==> src/rtl/key_sched_pkg.sv <==
`default_nettype none
// ============================================================================
// Module      : key_sched_pkg
// Description : Command codes, scheduler state encoding and key-to-command
//               mapping shared by the key repeat scheduler.
// Revision    : 1.0 - initial release
// ============================================================================
package key_sched_pkg;

    typedef enum logic [1:0] {
        CMD_INC = 2'd0,
        CMD_DEC = 2'd1,
        CMD_CLR = 2'd2,
        CMD_MAX = 2'd3
    } cmd_t;

    typedef enum logic [1:0] {
        ST_IDLE         = 2'd0,
        ST_DELAY        = 2'd1,
        ST_REPEAT       = 2'd2,
        ST_WAIT_RELEASE = 2'd3
    } state_t;

    function automatic cmd_t key_to_cmd(input logic [1:0] idx);
        cmd_t cmd;
        unique case (idx)
            2'd0:    cmd = CMD_INC;
            2'd1:    cmd = CMD_DEC;
            2'd2:    cmd = CMD_CLR;
            default: cmd = CMD_MAX;
        endcase
        return cmd;
    endfunction

    // Fixed priority: lowest index wins when several keys are pressed together.
    function automatic logic [1:0] lowest_key(input logic [3:0] keys);
        logic [1:0] idx;
        if (keys[0])      idx = 2'd0;
        else if (keys[1]) idx = 2'd1;
        else if (keys[2]) idx = 2'd2;
        else              idx = 2'd3;
        return idx;
    endfunction

    function automatic logic key_repeats(input logic [1:0] idx);
        return (key_to_cmd(idx) == CMD_INC) || (key_to_cmd(idx) == CMD_DEC);
    endfunction

endpackage
`default_nettype wire

==> src/rtl/key_repeat_timer.sv <==
`default_nettype none
// ============================================================================
// Module      : key_repeat_timer
// Description : Loadable terminal-count timer; ticks and self-clears when the
//               count equals the terminal value while enabled.
// Revision    : 1.0 - initial release
// ============================================================================
module key_repeat_timer #(
    parameter int WIDTH = 4
) (
    input  logic             clk,
    input  logic             rst,
    input  logic             clear,
    input  logic             enable,
    input  logic [WIDTH-1:0] terminal,
    output logic             tick
);

    logic [WIDTH-1:0] r_count;

    assign tick = enable && (r_count == terminal);

    always_ff @(posedge clk) begin
        if (rst || clear) begin
            r_count <= '0;
        end else if (enable) begin
            r_count <= tick ? '0 : r_count + 1'b1;
        end
    end

endmodule
`default_nettype wire

==> src/rtl/key_repeat_scheduler.sv <==
`default_nettype none
// ============================================================================
// Module      : key_repeat_scheduler
// Description : Arbitrates push-button presses, generates initial and
//               auto-repeat commands and delivers them on a valid/ready port.
//               Define KEY_ACCEL_EN to enable repeat acceleration.
// Revision    : 1.0 - initial release
// ============================================================================
module key_repeat_scheduler
    import key_sched_pkg::*;
#(
    parameter int REPEAT_DELAY  = 5000000,
    parameter int REPEAT_PERIOD = 1000000,
    parameter int ACCEL_AFTER   = 8
) (
    input  logic       i_Clk,
    input  logic       i_Reset,
    input  logic [3:0] i_Key,
    output logic       o_Cmd_Valid,
    output logic [1:0] o_Cmd,
    input  logic       i_Cmd_Ready,
    output logic       o_Dropped,
    output logic       o_Busy
);

    localparam int TW = (REPEAT_DELAY > 1) ? $clog2(REPEAT_DELAY) : 1;
    localparam logic [TW-1:0] C_DELAY_TC  = TW'(REPEAT_DELAY - 1);
    localparam logic [TW-1:0] C_PERIOD_TC = TW'(REPEAT_PERIOD - 1);

    state_t     r_state, w_state_nxt;
    logic [3:0] r_key_prev;
    logic [1:0] r_owner, w_owner_nxt;
    cmd_t       r_cmd, w_issue_cmd;
    logic       r_valid, r_dropped;
    logic [3:0] w_press;
    logic       w_owner_held, w_issue, w_stalled;
    logic       w_tmr_en, w_tick;
    logic [TW-1:0] w_repeat_tc, w_tmr_tc;

    assign w_press      = i_Key & ~r_key_prev;
    assign w_owner_held = i_Key[r_owner];
    assign w_stalled    = r_valid && !i_Cmd_Ready;

    // Timer runs only while the owner key is held in a timed state; any other
    // condition (including the release cycle) clears it.
    assign w_tmr_en = ((r_state == ST_DELAY) || (r_state == ST_REPEAT)) && w_owner_held;
    assign w_tmr_tc = (r_state == ST_REPEAT) ? w_repeat_tc : C_DELAY_TC;

`ifdef KEY_ACCEL_EN
    localparam int RCW = $clog2(ACCEL_AFTER + 1);
    logic [RCW-1:0] r_rep_cnt;
    logic           w_fast;

    assign w_fast      = (r_rep_cnt == RCW'(ACCEL_AFTER));
    assign w_repeat_tc = w_fast ? TW'((REPEAT_PERIOD >> 2) - 1) : C_PERIOD_TC;

    always_ff @(posedge i_Clk) begin
        if (i_Reset || !w_tmr_en) begin
            r_rep_cnt <= '0;
        end else if ((r_state == ST_REPEAT) && w_tick && !w_fast) begin
            r_rep_cnt <= r_rep_cnt + 1'b1;
        end
    end
`else
    if (ACCEL_AFTER >= 0) begin : g_fixed_period
        assign w_repeat_tc = C_PERIOD_TC;
    end
`endif

    key_repeat_timer #(
        .WIDTH (TW)
    ) u_timer (
        .clk      (i_Clk),
        .rst      (i_Reset),
        .clear    (!w_tmr_en),
        .enable   (w_tmr_en),
        .terminal (w_tmr_tc),
        .tick     (w_tick)
    );

    always_comb begin
        w_state_nxt = r_state;
        w_owner_nxt = r_owner;
        w_issue     = 1'b0;
        w_issue_cmd = key_to_cmd(r_owner);
        unique case (r_state)
            ST_IDLE: begin
                if (|w_press) begin
                    w_owner_nxt = lowest_key(w_press);
                    w_issue     = 1'b1;
                    w_issue_cmd = key_to_cmd(w_owner_nxt);
                    w_state_nxt = key_repeats(w_owner_nxt) ? ST_DELAY : ST_WAIT_RELEASE;
                end
            end
            ST_DELAY, ST_REPEAT: begin
                if (!w_owner_held) begin
                    w_state_nxt = ST_IDLE;
                end else if (w_tick) begin
                    w_issue     = 1'b1;
                    w_state_nxt = ST_REPEAT;
                end
            end
            default: begin
                if (!w_owner_held) begin
                    w_state_nxt = ST_IDLE;
                end
            end
        endcase
    end

    always_ff @(posedge i_Clk) begin
        if (i_Reset) begin
            r_state    <= ST_IDLE;
            r_key_prev <= 4'b1111;
            r_owner    <= 2'd0;
            r_cmd      <= CMD_INC;
            r_valid    <= 1'b0;
            r_dropped  <= 1'b0;
        end else begin
            r_state    <= w_state_nxt;
            r_key_prev <= i_Key;
            r_owner    <= w_owner_nxt;
            r_dropped  <= w_issue && w_stalled;
            // A stalled command keeps priority; a new issue never overwrites it.
            if (w_issue && !w_stalled) begin
                r_valid <= 1'b1;
                r_cmd   <= w_issue_cmd;
            end else if (r_valid && i_Cmd_Ready) begin
                r_valid <= 1'b0;
            end
        end
    end

    assign o_Cmd_Valid = r_valid;
    assign o_Cmd       = r_cmd;
    assign o_Dropped   = r_dropped;
    assign o_Busy      = (r_state != ST_IDLE);

endmodule
`default_nettype wire

==> config.mk <==
export PLATFORM = sky130hd
export DESIGN_NAME = key_repeat_scheduler
export DESIGN_NICKNAME = d
export VERILOG_FILES = /design/src/rtl/key_sched_pkg.sv /design/src/rtl/key_repeat_timer.sv /design/src/rtl/key_repeat_scheduler.sv
export SDC_FILE = /design/constraint.sdc
export NUM_CORES = 1
export LEC_CHECK = 0
export ABC_AREA = 1
export CELL_PAD_IN_SITES_DETAIL_PLACEMENT = 1
export CELL_PAD_IN_SITES_GLOBAL_PLACEMENT = 1
export CORE_UTILIZATION = 42
export DETAILED_ROUTE_END_ITERATION = 7
export PLACE_DENSITY = 0.87
export SYNTH_ARGS = -nofsm -noshare
export SYNTH_HDL_FRONTEND = slang
export SYNTH_SLANG_ARGS = --single-unit
==> constraint.sdc <==
create_clock -name i_Clk -period 2.3 [get_ports i_Clk]
set_clock_uncertainty 0.05 [all_clocks]
set_input_delay 0.69 -clock i_Clk [delete_from_list [all_inputs] [get_ports i_Clk]]
set_output_delay 0.69 -clock i_Clk [all_outputs]
set_load 0.05 [all_outputs]
==> impl_results.md <==
- Seq. cell area: 701 µm²
- Max rail drop VDD: 0.454 mV
- Row cnt: 24
- Fin crit period: 2.21 ns
- Setup_tns: 0 ns
- Clock group share of total power: 29.7%
- Worst hold stages: 1
- Ports: 12
- Comb pwr share: 35.5%
- PD cells: 818 nW/µm²
- Crit path cell chain: clkdlybuf4s50_1
- Switch Pwr: about 0.0007 W
- Die area: 5120 µm²
- Peak Freq: 453 MHz
- CTS Buf Count: 5
- Critical path class: flop to primary output
- Nets: around 340
- WL final: roughly 5300 µm
- Max Cap Violations: 0
- GP Congestion: 0.867
- Yosys cell types: 35
- Remaining DRCs: 0
- ANT nets after route: 0
- First-pass GRT wire length: about 9000 µm
- WP buf/inv: 1
- Synthesized net count: around 310
- Worst slew pin tran: 0.514 ns
- Final Max Tran Viols: 0
- Placement Setup Slack: -0.0580 ns
- Leakage: 0.991 nW
- Fillers: 595
- Remaining Overflow, GRT: 0
- Main combinational cell family by area after synthesis: simple AND/OR/NAND/NOR gates
- Initial antenna violation count: 0
- Required time of the critical path: 1.56 ns
- N_diodes: 0
- Worst r2r src: r_state[0]$_SDFFE_PP0P_
- CP top delay family: buffers and inverters
- Clk root buf: clkbuf_8
- Cts repair resizes: 0
- Simple-Gate Fraction of Synth Area: 41.6%
- Buffers on Ports: 11
- CTS Hold Bufs: 0
- Sequential power share: 34.8%
- XOR/XNOR share of the synthesized area: 2.59%
- Worst reg2reg endpoint: u_timer.r_count[10]$_SDFFE_PP0P_
- Die width: roughly 70 µm
- Flops & latches, synth: 35
- Worst Slack Setup Final: 0.0919 ns
- Slowest CP cell: clkdlybuf4s50_1
- HP Start: u_timer.r_count[0]$_SDFFE_PP0P_
- Register-to-Register Path Depth: 12
- Complex-gate fraction of the synthesized area: under 10%
- Placed cell area: between 2000 and 2500 µm²
- Top_reg_cell synth: dfxtp_1
- HP Class: flop to flop
- Crit-path max cell delay: between 0.8 and 0.9 ns
- Post-synthesis mux area share: 0%
- Adder-cell share of the synthesized area: between 2 and 2.5%
- Fin crit share: 96.0%
- Critical-path maximum fanout: 2
- FF-to-FF setup slack: roughly 0.33 ns
- DRT iter0 DRCs: 60
- Detailed placement HPWL: around 4400 µm
- Setup bufs post-CTS: 0
- Design area: 2390 µm²
- Yosys warnings: 0
- Detailed Routing Iterations Pass 1: 4
- Die Ht: approximately 70 µm
- Largest net degree at the start of global routing: 12
- Post-Syn Instances: 303
- Vias per inst: 5.16
- CTS tree: done
- GRT Util Overall: 23.1%
- Sequential area share after synthesis: 34.5%
- Final setup viols: 0
- Mapped Area: 2030 µm²
- CORE AREA: roughly 4500 µm²
- Vias in the first global route: 1942
- Hold_ws: approximately 0.41 ns
- Area contributors post-synth: dfxtp_1 (35%), nand2_1 (13%), nor2_1 (9.4%)
- Number of synthesized flops with an enable pin: 0
- CTS Buffer Depth: 2
- Async SR Flop Fraction: 0%
- Avg WL per Cell: 14.1 µm
- Clock sinks: 35
- Layout area overhead: 17.5%
- Starting density of the core: a little under half
- Final Core Density: a little over half
- Post-synth top area share: 34.5%
- Critical path depth: 1
- Critical path launch point type: flop
- Via count: 1954
- # H-tree levels: 2
- Unrepaired setup endpoints after global routing: no
- Status: completed
- Synth Area per Inst: 6.70 µm²
- Multi-input gate area: 1120 µm²
- Worst Hold Path EP: u_timer.r_count[0]$_SDFFE_PP0P_
- Critical path data arrival time: 1.47 ns
- Slew Limit Headroom: approximately 66%
- Fraction of layout cells with a size suffix above 1: about an eighth
- Clk slew on worst S/H paths: around 0.07 ns
- Switching Fraction: 35.5%
- Cell taking the most area after synthesis: dfxtp_1
- CP endpoint kind: primary output
- Start point of the critical path: o_Cmd[1]$_SDFFE_PP0P_
- Internal: 0.00126 W
- Worst skew pair latency: 0.29 ns
- Final hold vios: 0
==> through the flow <==
stage	power, W	std cells
6_report	0.00195	379
4_1_cts	0.00197	379
3_3_place_gp	0.00136	371
2_1_floorplan	0.00113	303
3_5_place_dp	0.00139	371
5_1_grt	0.00207	379
==> cell type report <==
class	count	area share (%)
inverter	50	8.08
clock inverter	2	1.47
clock buffer	6	3.46
sequential	35	29.4
tap	52	2.73
multi-input combinational	216	47.1
timing repair buffer	18	7.76
==> cell usage in the layout, fill, tap and decap left out, types with 2 or more instances in the layout <==
cell type and instances:
nand2_2 2, xnor2_1 2, inv_1 43, buf_4 6, clkdlybuf4s50_1 10, nor2_1 51
nand3_2 4, xor2_1 4, o21ai_1 8, nor2_4 3, inv_4 2, nor3_1 10
o21ai_0 6, nor4_1 2, buf_12 2, dfxtp_1 35, nand3_1 13, inv_2 5
nand2_1 73, clkbuf_8 6, nand4_1 6, ha_1 4, nand2_4 3, a21oi_1 12
==> flip-flops by register name, summed over array words and instances, names as in the netlist <==
name	flops
u_timer.r_count	23
r_key_prev	4
o_Cmd	2
r_owner	2
r_state	2
o_Cmd_Valid	1
o_Dropped	1
==> cell usage after synthesis, types with 2 or more instances <==
library cell  count
a21oi_1          12
dfxtp_1          35
ha_1              4
inv_1            43
inv_2             5
inv_4             2
nand2_1          73
nand2_2           2
nand2_4           3
nand3_1          13
nand3_2           4
nand4_1           6
nor2_1           51
nor2_4            3
nor3_1           10
nor4_1            2
o21ai_0           6
o21ai_1           8
xnor2_1           2
xor2_1            4
==> per-layer routing <==
metal  up-vias  share of wire, %  wire length (µm)  track usage (%)
met4         0               1.6                84             7.41
met3         8               4.1               220             5.77
li1        998                 -                 -                -
met5         -                 0                 0                0
met1       913                48              2580             30.6
met2        35                46              2470             37.0
==> cell families (layout without fill, tap and decap cells) <==
family | after synthesis | in the layout
xor+xnor | 6 | 6
fa+ha+maj | 4 | 4
buf+inv | 52 | 76
flops | 35 | 35
simple gates | 174 | 174
compound gates | 32 | 32
==> worst max-delay path by stage <==
stage / end / slack [ns]
after CTS: o_Cmd[1] / 0.08
after global routing: o_Cmd[1] / 0.05
final: o_Cmd[1] / 0.09
after detailed placement: u_timer.r_count[10]$_SDFFE_PP0P_ / -0.06
after floorplan: u_timer.r_count[18]$_SDFFE_PP0P_ / 0.60
after global placement: u_timer.r_count[12]$_SDFFE_PP0P_ / 0.02
==> power by group through the flow <==
stage / Combinational, W / Sequential, W / Clock [W]
final: 0.000694 / 0.000679 / 0.000580
after global routing: 0.000757 / 0.000684 / 0.000630
after CTS: 0.000700 / 0.000679 / 0.000596
after detailed placement: 0.000694 / 0.000693 / 0
after global placement: 0.000674 / 0.000691 / 0
after floorplan: 0.000396 / 0.000736 / 0
Power figures use the tool's default switching activity.
